<file path="config.mk">
export PLATFORM = sky130hd
export DESIGN_NAME = diff_freq_serial_in
export DESIGN_NICKNAME = d
export VERILOG_FILES = /design/src/rtl/diff_freq_serial_in_pkg.sv /design/src/rtl/diff_freq_bit_timer.sv /design/src/rtl/diff_freq_serial_in.sv
export SDC_FILE = /design/constraint.sdc
export NUM_CORES = 1
export LEC_CHECK = 0
export CAP_MARGIN = 20
export CELL_PAD_IN_SITES_DETAIL_PLACEMENT = 2
export CELL_PAD_IN_SITES_GLOBAL_PLACEMENT = 2
export CORE_MARGIN = 5
export CORE_UTILIZATION = 38
export DETAILED_ROUTE_END_ITERATION = 8
export HOLD_SLACK_MARGIN = 0.02
export PLACE_DENSITY = 0.91
export SLEW_MARGIN = 20
export SYNTH_ARGS = -nofsm -noshare
export SYNTH_HDL_FRONTEND = slang
export SYNTH_SLANG_ARGS = --single-unit
export TNS_END_PERCENT = 50
</file>
<file path="constraint.sdc">
create_clock -name clk_i -period 4.75 [get_ports clk_i]
set_input_delay 0.7125 -clock clk_i [delete_from_list [all_inputs] [get_ports clk_i]]
set_output_delay 0.7125 -clock clk_i [all_outputs]
set_load 0.005 [all_outputs]
</file>
<file path="src/rtl/diff_freq_serial_in_pkg.sv">
// Shared definitions for the differential-frequency serial capture path.
//   state_e          : capture FSM state encoding
//   DEF_*_PERIOD     : reset defaults of the latched bit periods
//   CMD_*            : command codes used by the host-side checker
//   eff_period()     : maps a programmed period of 0 onto 1
package diff_freq_serial_in_pkg;

    typedef enum logic [1:0] {
        S_IDLE = 2'd0,
        S_DATA = 2'd1,
        S_DONE = 2'd2
    } state_e;

    localparam logic [7:0] DEF_SLOW_PERIOD = 8'd20;
    localparam logic [7:0] DEF_FAST_PERIOD = 8'd5;

    localparam logic [7:0] CMD_FREQ = 8'h0A;
    localparam logic [7:0] CMD_DATA = 8'h0B;

    // A zero period would never reach its end tick; run it as one cycle.
    function automatic logic [7:0] eff_period(input logic [7:0] p);
        return (p == 8'd0) ? 8'd1 : p;
    endfunction

endpackage

</file>
<file path="src/rtl/diff_freq_bit_timer.sv">
// Per-bit timer for the serial capture path.
// Ports:
//   clk_i, rst_ni   : clock, asynchronous active-low reset
//   en_i            : count while high; counter is held at 0 otherwise
//   fast_sel_i      : 1 = current bit uses the fast period, 0 = slow
//   slow_period_i   : latched slow period (cycles)
//   fast_period_i   : latched fast period (cycles)
//   mid_tick_o      : strobe at tick (P-1)>>1, the sample point
//   end_tick_o      : strobe at tick P-1, the last cycle of the bit
module diff_freq_bit_timer
    import diff_freq_serial_in_pkg::*;
(
    input  logic       clk_i,
    input  logic       rst_ni,
    input  logic       en_i,
    input  logic       fast_sel_i,
    input  logic [7:0] slow_period_i,
    input  logic [7:0] fast_period_i,
    output logic       mid_tick_o,
    output logic       end_tick_o
);

    logic [7:0] tick_cnt_q;
    logic [7:0] tick_cnt_d;
    logic [7:0] period;
    logic [7:0] last_tick;

    always_comb begin
        period     = eff_period(fast_sel_i ? fast_period_i : slow_period_i);
        last_tick  = period - 8'd1;
        mid_tick_o = en_i && (tick_cnt_q == (last_tick >> 1));
        end_tick_o = en_i && (tick_cnt_q == last_tick);
        // Wraps to 0 at the end of each bit, so the next bit starts clean.
        tick_cnt_d = 8'd0;
        if (en_i && !end_tick_o) begin
            tick_cnt_d = tick_cnt_q + 8'd1;
        end
    end

    always_ff @(posedge clk_i or negedge rst_ni) begin
        if (!rst_ni) begin
            tick_cnt_q <= 8'd0;
        end else begin
            tick_cnt_q <= tick_cnt_d;
        end
    end

endmodule

</file>
<file path="src/rtl/diff_freq_serial_in.sv">
// Capture side of the differential-frequency serial channel. Each bit of a
// DATA_BIT-bit word (LSB first) is held for the slow or fast period chosen by
// the latched frequency pattern; the word is rebuilt from mid-bit samples.
// Ports:
//   clk_i, rst_ni   : clock, asynchronous active-low reset
//   start_i         : start a frame (bit 0 begins next cycle); ignored if busy
//   stop_i          : request idle after the current word completes
//   mode_i          : 0 = one-shot, 1 = repeat (latched with start_i)
//   serial_i        : serial line, idle low
//   freq_pattern_i  : per-bit period select (1 = fast)
//   slow_period_i   : slow bit period, cycles
//   fast_period_i   : fast bit period, cycles
//   data_o          : last completed word
//   bit_tick_o      : pulse per sampled bit
//   done_tick_o     : pulse when data_o updates
//   busy_o          : frame bits in progress
//   err_o           : sticky mid/end sample mismatch, cleared by start_i
module diff_freq_serial_in
    import diff_freq_serial_in_pkg::*;
#(
    parameter int         DATA_BIT    = 32,
    parameter logic [7:0] SLOW_PERIOD = DEF_SLOW_PERIOD,
    parameter logic [7:0] FAST_PERIOD = DEF_FAST_PERIOD
) (
    input  logic                clk_i,
    input  logic                rst_ni,
    input  logic                start_i,
    input  logic                stop_i,
    input  logic                mode_i,
    input  logic                serial_i,
    input  logic [DATA_BIT-1:0] freq_pattern_i,
    input  logic [7:0]          slow_period_i,
    input  logic [7:0]          fast_period_i,
    output logic [DATA_BIT-1:0] data_o,
    output logic                bit_tick_o,
    output logic                done_tick_o,
    output logic                busy_o,
    output logic                err_o
);

    localparam int BW = $clog2(DATA_BIT);

    state_e              state_q,     state_d;
    logic                mode_q,      mode_d;
    logic [DATA_BIT-1:0] freq_q,      freq_d;
    logic [7:0]          slow_q,      slow_d;
    logic [7:0]          fast_q,      fast_d;
    logic [BW-1:0]       bit_cnt_q,   bit_cnt_d;
    logic [DATA_BIT-1:0] shift_q,     shift_d;
    logic [DATA_BIT-1:0] data_q,      data_d;
    logic                bit_tick_q,  bit_tick_d;
    logic                done_tick_q, done_tick_d;
    logic                err_q,       err_d;
    logic                stop_req_q,  stop_req_d;

    logic mid_tick;
    logic end_tick;
    logic mid_val;

    diff_freq_bit_timer u_bit_timer (
        .clk_i         (clk_i),
        .rst_ni        (rst_ni),
        .en_i          (state_q == S_DATA),
        .fast_sel_i    (freq_q[bit_cnt_q]),
        .slow_period_i (slow_q),
        .fast_period_i (fast_q),
        .mid_tick_o    (mid_tick),
        .end_tick_o    (end_tick)
    );

    always_comb begin
        state_d     = state_q;
        mode_d      = mode_q;
        freq_d      = freq_q;
        slow_d      = slow_q;
        fast_d      = fast_q;
        bit_cnt_d   = bit_cnt_q;
        shift_d     = shift_q;
        data_d      = data_q;
        bit_tick_d  = 1'b0;
        done_tick_d = 1'b0;
        err_d       = err_q;
        stop_req_d  = stop_req_q | stop_i;

        // When P = 1 the mid sample is taken in the end cycle itself, so the
        // end check must compare against the live line, not the stale bit.
        mid_val = mid_tick ? serial_i : shift_q[bit_cnt_q];

        case (state_q)
            S_IDLE: begin
                if (start_i) begin
                    mode_d     = mode_i;
                    freq_d     = freq_pattern_i;
                    slow_d     = slow_period_i;
                    fast_d     = fast_period_i;
                    bit_cnt_d  = '0;
                    err_d      = 1'b0;
                    stop_req_d = 1'b0;
                    state_d    = S_DATA;
                end
            end
            S_DATA: begin
                if (mid_tick) begin
                    shift_d[bit_cnt_q] = serial_i;
                    bit_tick_d         = 1'b1;
                end
                if (end_tick) begin
                    if (serial_i != mid_val) begin
                        err_d = 1'b1;
                    end
                    if (bit_cnt_q == BW'(DATA_BIT - 1)) begin
                        bit_cnt_d = '0;
                        state_d   = S_DONE;
                    end else begin
                        bit_cnt_d = bit_cnt_q + BW'(1);
                    end
                end
            end
            S_DONE: begin
                data_d      = shift_q;
                done_tick_d = 1'b1;
                // A stop arriving in this very cycle still ends the run.
                if (mode_q && !stop_req_d) begin
                    freq_d    = freq_pattern_i;
                    slow_d    = slow_period_i;
                    fast_d    = fast_period_i;
                    bit_cnt_d = '0;
                    state_d   = S_DATA;
                end else begin
                    state_d = S_IDLE;
                end
            end
            default: begin
                state_d = S_IDLE;
            end
        endcase
    end

    always_ff @(posedge clk_i or negedge rst_ni) begin
        if (!rst_ni) begin
            state_q     <= S_IDLE;
            mode_q      <= 1'b0;
            freq_q      <= '0;
            slow_q      <= SLOW_PERIOD;
            fast_q      <= FAST_PERIOD;
            bit_cnt_q   <= '0;
            shift_q     <= '0;
            data_q      <= '0;
            bit_tick_q  <= 1'b0;
            done_tick_q <= 1'b0;
            err_q       <= 1'b0;
            stop_req_q  <= 1'b0;
        end else begin
            state_q     <= state_d;
            mode_q      <= mode_d;
            freq_q      <= freq_d;
            slow_q      <= slow_d;
            fast_q      <= fast_d;
            bit_cnt_q   <= bit_cnt_d;
            shift_q     <= shift_d;
            data_q      <= data_d;
            bit_tick_q  <= bit_tick_d;
            done_tick_q <= done_tick_d;
            err_q       <= err_d;
            stop_req_q  <= stop_req_d;
        end
    end

    assign data_o      = data_q;
    assign bit_tick_o  = bit_tick_q;
    assign done_tick_o = done_tick_q;
    assign busy_o      = (state_q == S_DATA);
    assign err_o       = err_q;

endmodule

</file>
# == Word-level counts from Yosys, hierarchy flattened ==
# Cells that the tools add are included.
# word_totals
regBits,132
# classes
add_sub_neg,3
eq_ne,11
magnitude_cmp,2
n_bitwise,1
muxes,39
n_reduce_logical,18
# ops
op,count
two-way mux 32 bit,2
case mux 32 bit (2 select lines),1
two-way mux 8 bit,7
bitwise mux 32 bit,1
case mux 8 bit (2 select lines),2
two-way mux 5 bit,4
case mux 5 bit (3 select lines),1
two-way mux 1 bit,13
binary-select mux 1 bit (select 5 bit),2
"inequality test 2 bit, second input constant",5
"adder 8 x 1 -> 8 bit, second input constant",1
equality test 8 x 7 -> 1 bit,1
equality test 8 bit,1
zero test 8 bit,1
AND reduction 4 bit,2
"subtractor 8 x 1 -> 8 bit, second input constant",1
"less-than comparator 5 x 6 -> 1 bit, second input constant",1
two-way mux 2 bit,3
case mux 2 bit (3 select lines),1
AND reduction 3 bit,2
"adder 5 x 1 -> 5 bit, second input constant",1
demux 1 bit (select 5 bit),1
"equality test 5 bit, second input constant",1
">= comparator 5 x 1 -> 1 bit, second input constant",1
other kinds (11),18

# == Logic depth before layout (Yosys ltp) ==
# Gate-level depths: netlist (run 1).
# depth
ltp_word,13
mapped_depth,20
depth_no_buf,16

# == Modules after synthesis ==
# Synthesis (run 1) repeated with hierarchy kept, for this count alone.
# unflattened
hier_cells,542
hier_area_um2,6638.9
# modules_own_cells
mod,instances,cells_per_inst,area_per_inst_um2,seq_area_each_um2
diff_freq_serial_in,1,419,5624.1,3108.0
diff_freq_bit_timer,1,123,1014.7,200.2

# == Least setup slack after synthesis (run 1) ==
# Ideal clock, no wire load.
# synth_timing
path_type,reg2reg
startpoint,reg bit_cnt_q[1]
endpoint,reg shift_q[14]
setup_time_ns,0.127
path_buffers,3
t_required_ns,4.623
period_less_slack_ns,4.344
path_stages_with_launch,17
arrival_time_ns,4.216
path_slack_ns,0.406
cell_sequence,dfrtp_1 buf_6 mux2_4 a221o_1 a222oi_1 nand2_2 buf_6 mux2_2 ha_1 nor3b_1 xnor2_1 mux2i_1 xor2_1 nor4_1 clkbuf_1 nand4_1 mux2_1
# synth_between
elab_chain_cells,9
# synth_lines
item,line,rtl
start: declaration,diff_freq_serial_in.sv:48,"logic [BW-1:0] bit_cnt_q, bit_cnt_d;"
start signal: assignment,diff_freq_serial_in.sv:159,bit_cnt_q <= bit_cnt_d;
binary-select mux 1 bit (select 5 bit),diff_freq_serial_in.sv:64,".fast_sel_i (freq_q[bit_cnt_q]),"
two-way mux 1 bit (not written as such),diff_freq_serial_in.sv:64,
two-way mux 8 bit,diff_freq_bit_timer.sv:29,period = eff_period(fast_sel_i ? fast_period_i : slow_period_i);
zero test 8 bit,diff_freq_serial_in_pkg.sv:22,return (p == 8'd0) ? 8'd1 : p;
two-way mux 8 bit,diff_freq_serial_in_pkg.sv:22,
subtractor 8 x 1 -> 8 bit,diff_freq_bit_timer.sv:30,last_tick = period - 8'd1;
equality test 8 x 7 -> 1 bit,diff_freq_bit_timer.sv:31,mid_tick_o = en_i && (tick_cnt_q == (last_tick >> 1));
logical AND 1 bit,diff_freq_bit_timer.sv:31,
AND reduction 2 bit (no line),n/a,
end signal: assignment,diff_freq_serial_in.sv:160,shift_q <= shift_d;
end: declaration,diff_freq_serial_in.sv:49,"logic [DATA_BIT-1:0] shift_q, shift_d;"
# Several ways; a longest one is shown, not always the timed one. The select of a mux whose other input is x is not followed.
# A chain may end at the register's enable or synchronous reset.

# == Worst setup path in the final report (run 1) ==
# layout_timing
startpoint,reg bit_cnt_q[1]
endpoint,reg bit_cnt_q[0]
# layout_between
elab_chain_cells,10
# layout_lines
item,line,rtl
binary-select mux 1 bit (select 5 bit),diff_freq_serial_in.sv:64,
two-way mux 1 bit (not written as such),diff_freq_serial_in.sv:64,
two-way mux 8 bit,diff_freq_bit_timer.sv:29,
zero test 8 bit,diff_freq_serial_in_pkg.sv:22,
two-way mux 8 bit,diff_freq_serial_in_pkg.sv:22,
subtractor 8 x 1 -> 8 bit,diff_freq_bit_timer.sv:30,
equality test 8 bit,diff_freq_bit_timer.sv:32,end_tick_o = en_i && (tick_cnt_q == last_tick);
logical AND 1 bit,diff_freq_bit_timer.sv:32,
inequality test 2 bit (no line),n/a,
AND reduction 4 bit (no line),n/a,
# Several ways; a longest one is shown, not always the timed one. The select of a mux whose other input is x is not followed.

==> flow_summary_export.csv, run 1 <==
group,metric,value,unit
timing,finalSetupViolCount,0,
logic_synthesis,synth-async-reset-ratio,1.00,
place,placed_cell_area,7720,um^2
timing,maxSlewViolCount,0,
timing,final.setup.worst_slack,0.0510,ns
detailed_routing,drc,0,
timing,fin_crit,4.70,ns
logic_synthesis,synthesis.area,6650,um^2
floorplan,initial_utilization,0.386,
logic_synthesis,ys_warn_count,0,
final_layout,final_area,8360,um^2
final_layout,stdcell_count,850,
grt,grt_pass1_wl,34900,um
clock_tree,clk_pin_slew_worst_paths,0.06,ns
final_layout,layout-drive-gt1-share,0.275,
timing,fin_skew,0.0101,ns
floorplan,dieArea,20200,um^2
clock_tree,cts_root_buf,"clkbuf_16",
pwr,p_per_area,540,nW/um^2
floorplan,fp-row-count,48,
hold_path,hold_path.class,"in -> async",
place,dp_slack,-0.0712,ns
setup_path,worst_setup_path_start_kind,"flip-flop",
grt,grt_pass1_vias,5693,
timing,tightestPinTransition,0.870,ns
logic_synthesis,post_synth.cell_area_avg,12.6,um^2
place,place.gp.congestion,0.829,
pwr,power,4.52,mW
detailed_routing,via_per_inst,5.70,
logic_synthesis,synthDistinctLibCells,52,
setup_path,startpoint,"bit_cnt_q[1]",
grt,grtUsageTotal,0.227,
logic_synthesis,synth-edff-count,0,
logic_synthesis,synth_area_leaders,"dfrtp_1, mux2_2, mux2_1",
clock_tree,cts_made_buffers,17,
setup_path,endpoint_kind,"flip-flop",
grt,grt_max_degree,65,
logic_synthesis,synth-seq-area-share,0.497,
timing,finalSetupTns,0,ns
setup_path,r2r_start,"bit_cnt_q[1]",
final_layout,nets,673,
detailed_routing,vias,4847,
place,io_buffers,89,
grt,grt_overflow_total,0,
pwr,p_leak,3.53,nW
logic_synthesis,ys_ff_latch,132,
clock_tree,clock_latency,0.42,ns
setup_path,critical_path_required,5.08,ns
timing,post-route-period-util,0.989,
timing,finalHoldViolCount,0,
logic_synthesis,syn_inst,529,
clock_tree,htreeDepth,4,
logic_synthesis,synth_nets,590,
logic_synthesis,synthTopCellsByCount,"dfrtp_1, mux2_2, mux2_1",
floorplan,io_pins,90,
floorplan,die_h,142,um
setup_path,arrival,5.02,ns
grt,antenna_found_initial,0,
clock_tree,clk_path_buf_depth,2,
pwr,ir_drop,0.354,mV
final_layout,num_antenna_cells,0,
setup_path,path_class,"reg -> reg",
detailed_routing,drtAntennaViolNets,0,
clock_tree,cts_tree,"done",
floorplan,core_area,17200,um^2
logic_synthesis,ys.flop_type,"dfrtp_1",
final_layout,synthToLayoutAreaGrowth,25.8,%
detailed_routing,drt_iter0_markers,253,
final_layout,fin_util,0.485,
floorplan,die_width,142,um
clock_tree,clock-sinks,132,
run,maxCapViolCount,0,
setup_path,path_max_fanout,8,
detailed_routing,wl_per_cell,26.4,um
logic_synthesis,synth_largest_area_cell,"dfrtp_1",
timing,relSlewSlack,0.420,
detailed_routing,dr.pass1.iters,7,
timing,fmax,213,MHz
logic_synthesis,synth.most_common_cell,"dfrtp_1",
logic_synthesis,yosys.area.top_type_share,0.482,
place,dp_hpwl,15000,um
final_layout,fillers,1612,
detailed_routing,drt-total-wl,22500,um
status,status,"finished clean",
timing,hold_ws,0.182,ns
place,dp_cells,813,
-- state kept, by name, indices dropped and copies added (netlist names) --
register / cells
bit_cnt_q: 5
shift_q: 32
err_o: 1
freq_q: 32
mode_q: 1
stop_req_q: 1
u_bit_timer.tick_cnt_q: 8
data_o: 32
fast_q: 8
bit_tick_o: 1
state_q: 2
done_tick_o: 1
slow_q: 8
-- cell usage in the layout, fill, tap and decap left out, types with 5 or more instances in the layout --
| cell type | count |
|---|---|
| xnor2_1 | 8 |
| mux2i_1 | 11 |
| nand2b_1 | 6 |
| a31oi_1 | 5 |
| inv_1 | 13 |
| clkdlybuf4s50_1 | 87 |
| xor2_1 | 17 |
| dfrtp_2 | 5 |
| nand4_1 | 32 |
| ha_1 | 7 |
| nand2_1 | 15 |
| and2_1 | 5 |
| nor2_1 | 25 |
| clkbuf_16 | 17 |
| mux2_2 | 91 |
| buf_4 | 19 |
| dfrtp_1 | 123 |
| mux2_1 | 33 |
| mux4_2 | 10 |
| o21ai_0 | 6 |
| a21oi_1 | 5 |
| nand3_1 | 10 |
-- cell families (layout without fill, tap and decap cells) --
family | count (synthesis) | count (layout) | share of synthesized area
compound gates | 36 | 36 | 0.0378
buf+inv | 56 | 152 | 0.0399
xor+xnor | 28 | 28 | 0.0410
simple gates | 124 | 124 | 0.108
flops | 132 | 132 | 0.497
fa+ha+maj | 7 | 7 | 0.0132
mux | 146 | 146 | 0.263
-- final timing paths --
kind                       slack [ns]  cells past startpoint                         to
max reg2reg                      0.05                     17               bit_cnt_q[0]
max in group asynchronous        3.37                      2               bit_cnt_q[1]
min                              0.18                      1  u_bit_timer.tick_cnt_q[6]
min reg2reg                      0.51                      1                 data_o[23]
min in group clk_i               0.51                      1                 data_o[23]
max                              0.05                     17               bit_cnt_q[0]
-- worst max-delay path: stages (launching register included) --
cell	delay (ns)
dfrtp_2	0.44
buf_4	0.21
mux2_2	0.35
a222oi_1	0.42
a22o_1	0.25
nand2_2	0.12
a21oi_1	0.23
ha_1	0.33
nor3b_2	0.28
xnor2_2	0.15
xor2_1	0.16
o21ai_0	0.10
nor4bb_1	0.33
a2bb2oi_1	0.26
nand4b_1	0.12
buf_4	0.18
or4_1	0.52
o21ai_0	0.12
-- repair_timing --
action                     in CTS  in global routing
setup endpoints to repair      36                 44
hold buffers                    0                  0
buffers inserted                2                  3
cloned                          0                  0
pin swaps                       1                  2
resized for setup               2                  8
-- layout make-up --
class                   count  area, um^2  share of cell area
multi-input cells         341        3120               0.373
well taps                 225         282              0.0337
inverters                  13        48.8             0.00583
clock inverters            12         131              0.0157
clock buffers              20         447              0.0534
flip-flops and latches    132        3310               0.396
repair buffers            107        1020               0.122
-- where the power goes --
group,leakage (nW),internal (mW),switching [mW],total [mW]
Clock,0.272,0.786,0.534,1.32
Sequential,1.65,1.29,0.261,1.56
Combinational,1.61,0.710,0.932,1.64
-- layer usage --
layer / routed length [um] / track usage
met4: 488 / 0.0835
met2: 12600 / 0.423
met3: 616 / 0.0366
met5: 0 / 0
met1: 8790 / 0.260
Power figures use the tool's default switching activity.
==> run 2: changes to the inputs <==
--- a/config.mk
+++ b/config.mk
@@ -5,7 +5,7 @@
 export SDC_FILE = /design/constraint.sdc
 export NUM_CORES = 1
 export LEC_CHECK = 0
-export CAP_MARGIN = 20
+export CAP_MARGIN = 0
 export CELL_PAD_IN_SITES_DETAIL_PLACEMENT = 2
 export CELL_PAD_IN_SITES_GLOBAL_PLACEMENT = 2
 export CORE_MARGIN = 5
==> results of run 2 <==
Same layout as run 1: the final DEF is identical, and so are final timing and power.
==> run 3: changes to the inputs <==
--- a/config.mk
+++ b/config.mk
@@ -5,14 +5,15 @@
 export SDC_FILE = /design/constraint.sdc
 export NUM_CORES = 1
 export LEC_CHECK = 0
+export ABC_AREA = 1
 export CAP_MARGIN = 0
 export CELL_PAD_IN_SITES_DETAIL_PLACEMENT = 2
 export CELL_PAD_IN_SITES_GLOBAL_PLACEMENT = 2
 export CORE_MARGIN = 5
-export CORE_UTILIZATION = 38
+export CORE_UTILIZATION = 32
 export DETAILED_ROUTE_END_ITERATION = 8
 export HOLD_SLACK_MARGIN = 0.02
-export PLACE_DENSITY = 0.91
+export PLACE_DENSITY = 0.79
 export SLEW_MARGIN = 20
 export SYNTH_ARGS = -nofsm -noshare
 export SYNTH_HDL_FRONTEND = slang
==> run 3 against run 2 <==
  * Critical path depth is 12 higher
  * Synthesized area is 0.13% higher
  * Final area is 1.3% higher
  * Utilization is 6.9 points lower
  * First-iteration DRC count is 3.6% higher
  * Die area is 18% higher
  * Final cell count is 45% higher
  * Global-route usage is 4.4 points lower
  * Clock power hardly changed
  * Critical path type unchanged
==> flow_summary_export.csv, run 3 <==
group,metric,value,unit
logic_synthesis,synth_compound_area_frac,0.115,
hold_path,hold_path.class,"in -> async",
detailed_routing,drt-total-wl,21500,um
floorplan,core_area,20400,um^2
clock_tree,cts_root_buf,"clkbuf_16",
logic_synthesis,synth_largest_area_cell,"dfrtp_1",
floorplan,die_width,154,um
grt,grt_overflow_total,0,
clock_tree,clk_pin_slew_worst_paths,0.06,ns
timing,hold_ws,0.162,ns
clock_tree,clock_latency,0.43,ns
grt,grt_pass1_wl,35300,um
timing,finalHoldViolCount,0,
logic_synthesis,ys_ff_latch,132,
setup_path,arrival,4.60,ns
logic_synthesis,synthDistinctLibCells,36,
clock_tree,cts_made_buffers,17,
timing,fin_crit,4.29,ns
final_layout,num_antenna_cells,0,
final_layout,layout-drive-gt1-share,0.0948,
floorplan,io_pins,90,
detailed_routing,wl_per_cell,17.5,um
detailed_routing,vias,6177,
detailed_routing,drt_iter0_markers,262,
run,maxCapViolCount,0,
logic_synthesis,synth-seq-area-share,0.497,
floorplan,fp-row-count,52,
logic_synthesis,synth_area_leaders,"dfrtp_1, nand2_1, nand3_1",
place,placed_cell_area,7790,um^2
detailed_routing,dr.pass1.iters,4,
setup_path,critPathCapture,"bit_cnt_q[1]",
logic_synthesis,syn_inst,858,
clock_tree,clock-sinks,132,
logic_synthesis,synthTopCellsByCount,"nand2_1, dfrtp_1, nand3_1",
setup_path,reg2reg_to,"bit_cnt_q[1]",
grt,grtUsageTotal,0.183,
setup_path,critical_path_required,5.06,ns
pwr,p_per_area,396,nW/um^2
final_layout,stdcell_count,1230,
logic_synthesis,ys.flop_type,"dfrtp_1",
timing,post-route-period-util,0.903,
grt,grt_max_degree,103,
timing,fin_skew,0.0110,ns
logic_synthesis,synthesis.area,6660,um^2
setup_path,crit_path_max_incr_delay,0.55,ns
grt,grt_pass1_vias,6723,
timing,fmax,233,MHz
detailed_routing,drtAntennaViolNets,0,
logic_synthesis,yosys.area.top_type_share,0.481,
timing,maxSlewViolCount,0,
logic_synthesis,synth_top_family_by_area,"simple AND/OR/NAND/NOR gates",
floorplan,initial_utilization,0.327,
setup_path,endpoint_kind,"flip-flop",
final_layout,synthToLayoutAreaGrowth,27.3,%
setup_path,ff2ff_setup_slack,0.46,ns
logic_synthesis,synthAdderAreaFrac,0.0132,
setup_path,startpoint,"bit_cnt_q[0]",
detailed_routing,via_per_inst,5.02,
floorplan,die_h,154,um
timing,tightestPinTransition,0.599,ns
logic_synthesis,synth_nets,919,
clock_tree,cts_tree,"done",
logic_synthesis,synthMuxAreaShare,0.00169,
clock_tree,postCtsHoldBufs,0,
place,io_buffers,89,
floorplan,dieArea,23800,um^2
timing,finalSetupViolCount,0,
pwr,ir_drop,0.246,mV
final_layout,final_area,8480,um^2
clock_tree,htreeDepth,4,
setup_path,worst_setup_path_start_kind,"flip-flop",
logic_synthesis,synth-async-reset-ratio,1.00,
logic_synthesis,synth-simple-area-share,0.284,
logic_synthesis,ys_warn_count,0,
logic_synthesis,synth-edff-count,0,
final_layout,fillers,2323,
setup_path,path_max_fanout,20,
final_layout,final_cell_mix,"nand2_1, dfrtp_1, nand3_1, inv_1, clkdlybuf4s50_1",
logic_synthesis,synth.most_common_cell,"nand2_1",
status,status,"finished clean",
detailed_routing,drc,0,
setup_path,crit_path_frequent_cell,"nand2_1",
setup_path,cp_slowest_cell,"dfrtp_2",
final_layout,nets,1008,
setup_path,r2r_start,"bit_cnt_q[0]",
place,place.gp.congestion,0.764,
clock_tree,clk_path_buf_depth,2,
final_layout,layout.cells.most_common,"nand2_1",
place,dp_hpwl,14400,um
logic_synthesis,synth_xor_area_frac,0.00526,
setup_path,path_class,"reg -> reg",
pwr,p_leak,4.10,nW
place,dp_cells,1190,
grt,antenna_found_initial,0,
setup_path,rr_worst_depth,29,
logic_synthesis,post_synth.cell_area_avg,7.76,um^2
timing,relSlewSlack,0.600,
## run 3: cell count changes after synthesis, sizes merged, moves of 9 or more
cell   previous run  this run
nand2            16       275
mux2            125         1
o21ai             6       120
nand3            10        94
inv              13        93
nand4            32         8
a21oi             6        20
nor2             25        38
xor2             17         4
mux2i            11         0
mux4             10         0
nor3              3        12
xnor2             9         0
## run 3: how the worst min path moves through the flow
stage                     depth (start not counted)       start  slack, ns           end
after global routing                              1      rst_ni       0.17     fast_q[1]
after detailed placement                          2  data_o[20]       0.46    data_o[20]
final                                             1      rst_ni       0.16     fast_q[1]
after floorplan                                   0      rst_ni       0.42  bit_cnt_q[0]
after global placement                            2  data_o[24]       0.46    data_o[24]
after CTS                                         1      rst_ni       0.45     fast_q[1]
## run 3: final cells by class
class                      count  area [um^2]  share of cell area
sequential                   132         3310               0.390
multi-input combinational    591         2800               0.331
timing repair buffer         112         1090               0.128
clock buffer                  19          453              0.0534
inverter                      93          354              0.0418
tap                          270          338              0.0399
clock inverter                13          131              0.0155
## run 3: logic make-up (layout without fill, tap and decap cells)
family	Yosys count	after routing
mux	1	1
flops	132	132
xor+xnor	4	4
fa+ha+maj	7	7
compound gates	146	146
simple gates	433	433
buf+inv	135	237
## run 3: what timing repair did
item,4_1_cts,5_1_grt
endpoints found under the setup margin,0,48
setup buffers,0,7
resized for setup,0,8
## run 3: routing by layer
metal	GRT usage	wire [um]	vias up
met5	0	0	-
met4	0.0521	361	0
met3	0.0293	468	27
met2	0.320	11100	73
met1	0.234	9560	3126
li1	-	-	2951
## run 3: where the power goes
| group | total [mW] | switching (mW) | internal (mW) |
|---|---|---|---|
| sequential | 1.27 | 0.0781 | 1.20 |
| combinational | 0.760 | 0.493 | 0.266 |
| clock | 1.32 | 0.523 | 0.796 |
## run 3: worst max-delay path: cells and delay by family (launching register included)
family,cells,cell delay (ns)
compound gates,1,0.08
fa+ha+maj,1,0.18
buf+inv,2,0.28
flops,1,0.55
simple gates,25,3.08
## run 3: through the flow
step	util	setup slack [ns]	total power, mW	setup TNS, ns
5_1_grt	0.416	-0.0170	3.53	-0.0170
4_1_cts	0.411	0.0867	3.36	0
3_5_place_dp	0.382	0.229	2.01	0
6_report	0.416	0.459	3.35	0
3_3_place_gp	0.382	0.441	1.99	0
2_1_floorplan	-	1.36	1.77	0
